File: src/rtl/soc_defs_pkg.sv
// Shared core definitions: divider op/state encodings and stall bit index.
package soc_defs;

    localparam int unsigned STALL_EX = 2;

    localparam logic [1:0] DIV_OP_DIV  = 2'b00;
    localparam logic [1:0] DIV_OP_DIVU = 2'b01;
    localparam logic [1:0] DIV_OP_REM  = 2'b10;
    localparam logic [1:0] DIV_OP_REMU = 2'b11;

    typedef enum logic [1:0] {
        DIV_ST_IDLE = 2'd0,
        DIV_ST_CALC = 2'd1,
        DIV_ST_DONE = 2'd2
    } div_state_e;

    // DIV and REM are the signed variants (op[0] clear)
    function automatic logic div_op_signed(input logic [1:0] op);
        return ~op[0];
    endfunction

    // REM and REMU return the remainder (op[1] set)
    function automatic logic div_op_rem(input logic [1:0] op);
        return op[1];
    endfunction

endpackage

File: src/rtl/ex_div_unit_step.sv
// One radix-2 restoring division iteration: shift {rem,quo} left, trial-subtract divisor.
module div_step #(
    parameter int unsigned XLEN = 32
) (
    input  logic [XLEN-1:0] rem_i,
    input  logic [XLEN-1:0] quo_i,
    input  logic [XLEN-1:0] dvsr_i,
    output logic [XLEN-1:0] rem_o,
    output logic [XLEN-1:0] quo_o
);

    logic [XLEN:0]   sh_c;
    logic [XLEN-1:0] diff_c;
    logic            borrow_c;

    // When no borrow, the difference is below the divisor, so XLEN bits hold it
    always_comb begin
        sh_c     = {rem_i, quo_i[XLEN-1]};
        borrow_c = sh_c < {1'b0, dvsr_i};
        diff_c   = sh_c[XLEN-1:0] - dvsr_i;
        rem_o    = borrow_c ? sh_c[XLEN-1:0] : diff_c;
        quo_o    = {quo_i[XLEN-2:0], ~borrow_c};
    end

endmodule

File: src/rtl/ex_div_unit.sv
// Iterative RV32M divider for the EX stage; stalls EX while in flight, flush cancels.
// Optional result cache enabled by defining DIV_RESULT_CACHE_EN.
module ex_div_unit
    import soc_defs::*;
#(
    parameter int unsigned XLEN = 32
) (
    input  logic            clk,
    input  logic            rst_n,
    input  logic            start,
    input  logic [1:0]      op,
    input  logic [XLEN-1:0] dividend,
    input  logic [XLEN-1:0] divisor,
    input  logic            flush,
    output logic            stall_req,
    output logic            busy,
    output logic            result_valid,
    output logic [XLEN-1:0] result
);

    localparam int unsigned CW = $clog2(XLEN) + 1;
    localparam logic [XLEN-1:0] MIN_VAL = {1'b1, {(XLEN-1){1'b0}}};

    div_state_e      state_q, state_d;
    logic [CW-1:0]   count_q, count_d;
    logic [XLEN-1:0] rem_q, rem_d, quo_q, quo_d, dvsr_q, dvsr_d;
    logic [XLEN-1:0] result_q, result_d;
    logic            is_rem_q, is_rem_d, negq_q, negq_d, negr_q, negr_d;

    logic            signed_c, a_neg_c, b_neg_c, div0_c, ovf_c, accept_c, last_c;
    logic [XLEN-1:0] a_abs_c, b_abs_c, step_rem_c, step_quo_c, fin_quo_c, fin_rem_c;
    logic            cache_hit_c;
    logic [XLEN-1:0] cache_quo_c, cache_rem_c;

    // Operand decode, absolute values and special-case detection
    always_comb begin
        signed_c = div_op_signed(op);
        a_neg_c  = signed_c & dividend[XLEN-1];
        b_neg_c  = signed_c & divisor[XLEN-1];
        a_abs_c  = a_neg_c ? XLEN'(-dividend) : dividend;
        b_abs_c  = b_neg_c ? XLEN'(-divisor) : divisor;
        div0_c   = (divisor == '0);
        ovf_c    = signed_c & (dividend == MIN_VAL) & (divisor == '1);
        accept_c = (state_q == DIV_ST_IDLE) & start & ~flush;
        last_c   = (state_q == DIV_ST_CALC) & (count_q == CW'(1));
    end

    div_step #(.XLEN(XLEN)) u_step (
        .rem_i  (rem_q),
        .quo_i  (quo_q),
        .dvsr_i (dvsr_q),
        .rem_o  (step_rem_c),
        .quo_o  (step_quo_c)
    );

    // Sign fix applied to the final iteration's outputs
    always_comb begin
        fin_quo_c = negq_q ? XLEN'(-step_quo_c) : step_quo_c;
        fin_rem_c = negr_q ? XLEN'(-step_rem_c) : step_rem_c;
    end

`ifdef DIV_RESULT_CACHE_EN
    logic [XLEN-1:0] c_a_q, c_a_d, c_b_q, c_b_d, c_quo_q, c_quo_d, c_rem_q, c_rem_d;
    logic            c_sgn_q, c_sgn_d, c_vld_q, c_vld_d, from_calc_q, from_calc_d;

    // Cache lookup against the incoming operands
    always_comb begin
        cache_hit_c = c_vld_q & (c_a_q == dividend) & (c_b_q == divisor) & (c_sgn_q == signed_c);
        cache_quo_c = c_quo_q;
        cache_rem_c = c_rem_q;
    end

    // Entry is invalidated when a new computation starts and validated only on unflushed completion
    always_comb begin
        c_a_d       = c_a_q;
        c_b_d       = c_b_q;
        c_sgn_d     = c_sgn_q;
        c_quo_d     = c_quo_q;
        c_rem_d     = c_rem_q;
        c_vld_d     = c_vld_q;
        from_calc_d = from_calc_q;
        if (accept_c) begin
            from_calc_d = ~(div0_c | ovf_c | cache_hit_c);
            if (!(div0_c || ovf_c || cache_hit_c)) begin
                c_vld_d = 1'b0;
                c_a_d   = dividend;
                c_b_d   = divisor;
                c_sgn_d = signed_c;
            end
        end
        if (last_c && !flush) begin
            c_quo_d = fin_quo_c;
            c_rem_d = fin_rem_c;
        end
        if ((state_q == DIV_ST_DONE) && !flush && from_calc_q) begin
            c_vld_d = 1'b1;
        end
        if ((state_q == DIV_ST_CALC) && flush) begin
            c_vld_d = 1'b0;
        end
    end

    // Cache registers
    always_ff @(posedge clk or negedge rst_n) begin
        if (!rst_n) begin
            c_a_q       <= '0;
            c_b_q       <= '0;
            c_sgn_q     <= 1'b0;
            c_quo_q     <= '0;
            c_rem_q     <= '0;
            c_vld_q     <= 1'b0;
            from_calc_q <= 1'b0;
        end else begin
            c_a_q       <= c_a_d;
            c_b_q       <= c_b_d;
            c_sgn_q     <= c_sgn_d;
            c_quo_q     <= c_quo_d;
            c_rem_q     <= c_rem_d;
            c_vld_q     <= c_vld_d;
            from_calc_q <= from_calc_d;
        end
    end
`else
    // No cache: never hits
    always_comb begin
        cache_hit_c = 1'b0;
        cache_quo_c = '0;
        cache_rem_c = '0;
    end
`endif

    // FSM state register
    always_ff @(posedge clk or negedge rst_n) begin
        if (!rst_n) state_q <= DIV_ST_IDLE;
        else        state_q <= state_d;
    end

    // FSM next state; flush wins over everything
    always_comb begin
        state_d = state_q;
        if (flush) begin
            state_d = DIV_ST_IDLE;
        end else begin
            unique case (state_q)
                DIV_ST_IDLE: if (start) state_d = (div0_c || ovf_c || cache_hit_c) ? DIV_ST_DONE : DIV_ST_CALC;
                DIV_ST_CALC: if (last_c) state_d = DIV_ST_DONE;
                DIV_ST_DONE: state_d = DIV_ST_IDLE;
                default:     state_d = DIV_ST_IDLE;
            endcase
        end
    end

    // FSM outputs; stall covers the issue cycle, flush and reset suppress stall and valid
    always_comb begin
        stall_req    = 1'b0;
        result_valid = 1'b0;
        busy         = (state_q != DIV_ST_IDLE);
        if (rst_n && !flush) begin
            stall_req    = ((state_q == DIV_ST_IDLE) & start) | (state_q == DIV_ST_CALC);
            result_valid = (state_q == DIV_ST_DONE);
        end
    end

    // Datapath next state: operand capture, iteration, result selection
    always_comb begin
        count_d  = count_q;
        rem_d    = rem_q;
        quo_d    = quo_q;
        dvsr_d   = dvsr_q;
        is_rem_d = is_rem_q;
        negq_d   = negq_q;
        negr_d   = negr_q;
        result_d = result_q;
        if (accept_c) begin
            is_rem_d = div_op_rem(op);
            dvsr_d   = b_abs_c;
            rem_d    = '0;
            quo_d    = a_abs_c;
            count_d  = CW'(XLEN);
            negq_d   = a_neg_c ^ b_neg_c;
            negr_d   = a_neg_c;
            if (div0_c)           result_d = div_op_rem(op) ? dividend : '1;
            else if (ovf_c)       result_d = div_op_rem(op) ? '0 : MIN_VAL;
            else if (cache_hit_c) result_d = div_op_rem(op) ? cache_rem_c : cache_quo_c;
        end
        if ((state_q == DIV_ST_CALC) && !flush) begin
            rem_d   = step_rem_c;
            quo_d   = step_quo_c;
            count_d = count_q - CW'(1);
            if (last_c) result_d = is_rem_q ? fin_rem_c : fin_quo_c;
        end
    end

    // Datapath registers
    always_ff @(posedge clk or negedge rst_n) begin
        if (!rst_n) begin
            count_q  <= '0;
            rem_q    <= '0;
            quo_q    <= '0;
            dvsr_q   <= '0;
            is_rem_q <= 1'b0;
            negq_q   <= 1'b0;
            negr_q   <= 1'b0;
            result_q <= '0;
        end else begin
            count_q  <= count_d;
            rem_q    <= rem_d;
            quo_q    <= quo_d;
            dvsr_q   <= dvsr_d;
            is_rem_q <= is_rem_d;
            negq_q   <= negq_d;
            negr_q   <= negr_d;
            result_q <= result_d;
        end
    end

    assign result = result_q;

endmodule

File: config.mk
export PLATFORM = sky130hd
export DESIGN_NAME = ex_div_unit
export DESIGN_NICKNAME = d
export VERILOG_FILES = /design/src/rtl/soc_defs_pkg.sv /design/src/rtl/ex_div_unit_step.sv /design/src/rtl/ex_div_unit.sv
export SDC_FILE = /design/constraint.sdc
export NUM_CORES = 1
export LEC_CHECK = 0
export ABC_AREA = 1
export CORE_MARGIN = 1
export CORE_UTILIZATION = 45
export CTS_CLUSTER_SIZE = 25
export DETAILED_ROUTE_END_ITERATION = 10
export PLACE_DENSITY = 0.71
export SYNTH_ARGS = -nofsm -noshare
export SYNTH_HDL_FRONTEND = slang
export SYNTH_HIERARCHICAL = 1
export SYNTH_SLANG_ARGS = --single-unit
export TNS_END_PERCENT = 30
File: constraint.sdc
create_clock -name clk -period 5.86 [get_ports clk]
set_clock_uncertainty 0.1 [all_clocks]
set_input_delay 1.172 -clock clk [delete_from_list [all_inputs] [get_ports clk]]
set_output_delay 1.172 -clock clk [all_outputs]
set_load 0.01 [all_outputs]
==> results of run 1 <==
[tightest hold or removal path, cell delays in order, from the launching register on]
cell,delay [ps]
dfrtp_1,340
nand2_1,60
nand2_1,50
[registers in the layout, indices dropped and copies added, names as in the netlist]
name,cells
quo_q,32
rem_q,32
result,32
count_q,6
negq_q,1
dvsr_q,32
state_q,2
is_rem_q,1
negr_q,1
[metal layers]
layer  vias up  wire (µm)
li1       7147          -
met1      6774      21400
met2       683      20100
met3        63       4370
met4         0       1070
met5         -          0
[cell families (layout without fill, tap and decap cells)]
| group | count (synthesis) | after routing | share of synthesized area (%) |
|---|---|---|---|
| XOR/XNOR | 50 | 50 | 3.25 |
| buffers and inverters | 392 | 435 | 12.6 |
| AND/OR/NAND/NOR | 1269 | 1269 | 41.2 |
| adder cells (fa/ha/maj) | 40 | 40 | 3.77 |
| multiplexers | 1 | 1 | 0.0744 |
| flip-flops | 139 | 139 | 25.8 |
| AO/OA/AOI/OAI | 324 | 324 | 13.3 |
[stage by stage]
stage	hold slack (ps)	power (mW)	std cells	instance area (µm²)	setup slack, ps
3_3_place_gp	364	7.35	2610	14500	1410
5_1_grt	415	9.40	2642	15000	1160
6_report	385	8.65	2642	15000	1330
4_1_cts	388	8.54	2642	15000	1370
2_1_floorplan	349	5.84	2215	13500	2370
3_5_place_dp	367	7.42	2610	14500	1390
[power groups by stage]
stage          sequential [mW]  combinational [mW]  clock, mW
6_report                  1.71                5.85       1.09
5_1_grt                   1.74                6.51       1.14
4_1_cts                   1.70                5.74       1.10
3_5_place_dp              1.71                5.71          0
3_3_place_gp              1.69                5.66          0
2_1_floorplan             1.55                4.29          0
[area by class of cell]
cell class                      instances  area share [%]
Tap cell                              384            3.19
Multi-Input combinational cell       1684            55.2
Sequential cell                       139            23.1
Inverter                              288            7.19
Clock buffer                           17            2.83
Clock inverter                         15            1.03
Timing Repair Buffer                  115            7.48
[path summary, 6_finish.rpt]
kind | slack [ps] | cells after the start | start | endpoint
min in group asynchronous | 650 | 1 | rst_n | rem_q[30]$_DFFE_PN0P_
setup reg to reg | 1440 | 24 | rem_q[23]$_DFFE_PN0P_ | result[22]$_DFF_PN0_
hold reg to reg | 380 | 2 | dvsr_q[28]$_DFFE_PN0P_ | dvsr_q[28]$_DFFE_PN0P_
hold / removal | 380 | 2 | dvsr_q[28]$_DFFE_PN0P_ | dvsr_q[28]$_DFFE_PN0P_
max in group asynchronous | 3530 | 2 | rst_n | rem_q[10]$_DFFE_PN0P_
setup / recovery | 1330 | 7 | flush | stall_req
[synth_stat cells (3+ instances only)]
library cell and count:
nand2_4 3, nand2_1 657, nor2_4 11, a22o_1 3, o31ai_1 3, and2_1 10, nand3_1 196, clkbuf_1 39
buf_2 14, xnor2_1 10, inv_1 280, xor2_1 40, o211ai_1 11, dfrtp_1 139, a32o_1 4, o21ai_1 10
buf_1 4, buf_4 39, nor2_1 262, ha_1 39, o21ai_0 169, o21bai_1 11, or2_2 7, o221ai_1 7
o22ai_1 4, nand2_2 5, a21oi_1 88, a21oi_2 8, nand3_2 16, nor3_1 27, buf_6 5, nor2_2 8
nand3b_1 10, inv_2 7, nand4_1 44, and3_1 4
==> run metrics, run 1 <==
initial antenna violation count=1; synthesized flop and latch total=139; GRT busiest layer=met2; first-pass GRT wire length=73.7 mm; Post-synth EDFFs=0; Synthesized Nets=approximately 2,300; Worst path max stage delay=550 ps; M2 GR Usage=a little under half; Row Count=62; max_cap viols=0; DRT iter0 DRCs=1,799; Flop pwr share=19.8%; max_slew headroom=32.8%; Final nets=roughly 2,400; Most common cell on crit path=nor2_4; Inserted Clock Buffers=17; # port buffers=104; top cells by area, synth=dfrtp_1, nand2_1, inv_1; root buf cell=clkbuf_16; Mapped Cells=2,215; fraction of registers with async set/reset=100%; switching power=~5 mW; CTS tree=yes; post-synth cell types=52; H-tree Lvls=4; Worst-Margin Slew=about 1000 ps; clock slew at reported path FFs=70 ps; Vias/cell=5.55; Die Wd=175 µm; f_max=221 MHz; Fill cells=approximately 3,000; layout cells sized above 1=5.18%; Peak supply drop=0.000286 V; CP endpoint kind=output pin; final setup fails=0; RSZ-0062 raised after global routing=false; Die Y=175 µm; area of the multi-input gates=0.00830 mm²; met1 usage=45.6%; wire length per cell=17.7 µm; initial core utilization=between 40% and 50%; critical path's slowest cell=clkdlybuf4s50_1; register area=0.00348 mm²; syn avg cell area=slightly above 6 µm²; number of diodes=0; detailed placement HPWL=~37 mm; delay-heaviest family, CP=buffers and inverters; PwrDens=approximately 580 mW/mm²; Setup CP Type=input pin to output pin; Cell Area, Synth=0.0135 mm²; Pint=~3.7 mW; Layout area overhead=11.8%; I/O Pins=105; most area-hungry cell type in the Yosys netlist=dfrtp_1; Die ar.=0.0306 mm²; Worst Path Buf+Inv=3; antenna viol nets, final=0; Net Sw Frac=around 57%; cts repair resizes=0; worst path arrival time=3250 ps; Num Clock Sinks=139; drt total wl=46.9 mm; Synth Flop Type=dfrtp_1; Pleak=7.51 nW; clock share of power=12.6%; Yosys warning total=6; Via Count=~15,000; vias in the first global route=13,300; Clk Latency, worst-skew pair=430 ps; clk buf depth=2; commonest non-fill, non-tap cell in the layout=nand2_1; Final GP Congestion=1.00; CP Launch Type=input pin; area share of the largest cell type after synthesis=25.8%; Final TNS setup=0 ps; all-layer global routing usage=30.9%; post-layout util=51.7%; Seq/Total Area, Yosys=between 20 and 30%; pin count of the biggest net entering global routing=78; CTS hold repair buffers=0; Fin. Hold Viols=0; commonest non-fill, non-tap cells in the layout=nand2_1, inv_1, nor2_1, nand3_1, o21ai_0; Crit Path Max Fanout=18; gr ovfl total=0; Pins Over Slew Limit=0; critical path cell sequence=clkdlybuf4s50_1, nor2_4, inv_1, nor2_4, nor2_4, nor2_1, clkdlybuf4s50_1; status=finished, final reports clean; Placeable Area=0.0291 mm²; HP Class=flip-flop to flip-flop; DRC errors left=0; fin crit share=between 70% and 80%; Worst Path Required=roughly 4600 ps; Post-CTS Setup Bufs=0; fin crit period=4530 ps; drt pass-1 iters=6; Logic pwr share=67.6%; met3 usage=5.29%
Power figures use the tool's default switching activity.
==> run 2, diff against run 1 <==
==> constraint.sdc (replaced) <==
create_clock -name clk -period 4.35 [get_ports clk]
set_clock_uncertainty 0.1 [all_clocks]
set_input_delay 0.87 -clock clk [delete_from_list [all_inputs] [get_ports clk]]
set_output_delay 0.87 -clock clk [all_outputs]
set_load 0.01 [all_outputs]
==> run 2 against run 1 <==
Effect of this change: clock power is 47% higher; total power is 37% higher; wire length up 4.8%; critical path type is now flip-flop to flip-flop.
==> run metrics, run 2 (synthesized netlist as in run 1, its figures left out) <==
DR top layer=met5; initial core utilization=46.3%; Net Sw Frac=56.1%; met1 WL=about 23 mm; DRC errors left=0; Worst Path Buf+Inv=1; critical path cell sequence=ha_1, nand2_1, nor2_1, nand2_1, nor2_1, nand2_4, nand2_8, o21ai_0, inv_1, ha_1, nand3_1, nand2_1, nand3_1, nor2_1, nand2_1, nand2_1, nand2_1, nor2_1, nor2_1, nor2_1; Via Count=14,800; wire length per cell=18.5 µm; Worst path max stage delay=440 ps; Final GP Congestion=about 1.0; switching power=6.66 mW; number of diodes=0; drt total wl=49.1 mm; HP Class=input pin to asynchronous set/reset pin; max_cap viols=0; Placeable Area=slightly below 0.03 mm²; layout cells sized above 1=under 10%; Final nets=around 2,400; Post-CTS Setup Bufs=0; clk buf depth=2; Worst-Margin Slew=891 ps; met2 routed WL=just over 20 mm; Final TNS setup=0 ps; Die Y=175 µm; CP endpoint kind=flip-flop; final setup fails=0; CTS tree=yes; worst r2r path cells=20; detailed placement HPWL=between 30 and 40 mm; Worst Path Required=4620 ps; root buf cell=clkbuf_16; Pins Over Slew Limit=0; clock share of power=13.5%; critical path's slowest cell=dfrtp_1; antenna viol nets, final=0; fin crit share=~95%; Setup CP Type=flip-flop to flip-flop; Pint=5.22 mW; drt pass-1 iters=5; Peak supply drop=0.000372 V; Die Wd=175 µm; clock slew at reported path FFs=around 70 ps; cts repair resizes=0; worst path arrival time=4410 ps; Vias/cell=5.59; CP Launch Type=flip-flop; vias in the first global route=13,400; RSZ-0062 raised after global routing=false; total power draw=11.9 mW; Layout area overhead=12.4%; I/O Pins=105; commonest non-fill, non-tap cells in the layout=nand2_1, inv_1, nor2_1, nand3_1, o21ai_0; Row Count=62; H-tree Lvls=4; DRT iter0 DRCs=1,809; max_slew headroom=40.1%; fin crit period=just over 4000 ps; Crit Path Max Fanout=10; WHS=180 ps; # port buffers=104; PwrDens=a little under 800 mW/mm²; status=finished, final reports clean; f_max=242 MHz; Clk Latency, worst-skew pair=440 ps; met3 wire length=5.11 mm; CTS hold repair buffers=0; Num Clock Sinks=139; initial antenna violation count=1; reg2reg start=rem_q[16]$_DFFE_PN0P_; commonest non-fill, non-tap cell in the layout=nand2_1; first-pass GRT wire length=76.4 mm; Inserted Clock Buffers=17; Flop pwr share=19.3%; all-layer global routing usage=between 30% and 40%; Crit Reg-Reg Endpoint=result[24]$_DFF_PN0_; Logic pwr share=67.2%; Fin. Hold Viols=0; gr ovfl total=0; r2r setup slk=210 ps; delay-heaviest family, CP=simple AND/OR/NAND/NOR gates; Die ar.=0.0306 mm²; pin count of the biggest net entering global routing=69; Pleak=7.55 nW
-- run 2: per-stage QoR --
step | utilization, % | instance area, µm² | worst slack, ps | std cells
after global placement | 49.9 | 14500 | 385 | 2616
after floorplan | - | 13500 | 1240 | 2215
after global routing | 52.0 | 15100 | 20.6 | 2648
after detailed placement | 49.9 | 14500 | 403 | 2616
final | 52.0 | 15100 | 211 | 2648
after CTS | 52.0 | 15100 | 344 | 2648
-- run 2: routing by layer --
layer / up-vias / GRT usage (%)
met2: 750 / 46.2
li1: 7172 / -
met3: 73 / 6.83
met1: 6807 / 48.5
met5: - / 0
met4: 2 / 8.62
-- run 2: cell type report --
type,count,area (µm²)
fill,2997,14000
sequential,139,3480
inverter,288,1080
tap,384,480
multi-input combinational,1684,8300
timing repair buffer,121,1170
clock buffer,19,433
clock inverter,13,191
-- run 2: how the worst max path moves through the flow --
stage | depth (start not counted) | startpoint | endpoint
floorplan | 24 | rem_q[17]$_DFFE_PN0P_ | result[24]$_DFF_PN0_
global placement | 20 | rem_q[16]$_DFFE_PN0P_ | result[13]$_DFF_PN0_
detailed placement | 20 | rem_q[16]$_DFFE_PN0P_ | result[13]$_DFF_PN0_
CTS | 20 | rem_q[16]$_DFFE_PN0P_ | result[13]$_DFF_PN0_
global route | 20 | rem_q[16]$_DFFE_PN0P_ | result[24]$_DFF_PN0_
finish | 20 | rem_q[16]$_DFFE_PN0P_ | result[24]$_DFF_PN0_
-- run 2: power groups by stage --
stage | Clock (mW) | Sequential [mW] | Combinational [mW]
CTS | 1.61 | 2.28 | 7.80
detailed placement | 0 | 2.30 | 7.75
floorplan | 0 | 2.09 | 5.78
global placement | 0 | 2.29 | 7.69
global route | 1.66 | 2.34 | 8.87
finish | 1.60 | 2.29 | 7.99
-- run 2: worst reg2reg max path: cells and delay by family, from the launching register on --
| family | cells | cell delay, ps |
|---|---|---|
| buffers and inverters | 1 | 210 |
| DFF | 1 | 440 |
| adders and majority gates | 2 | 660 |
| and+or+nand+nor | 16 | 2430 |
| AOI/OAI and AO/OA | 1 | 220 |
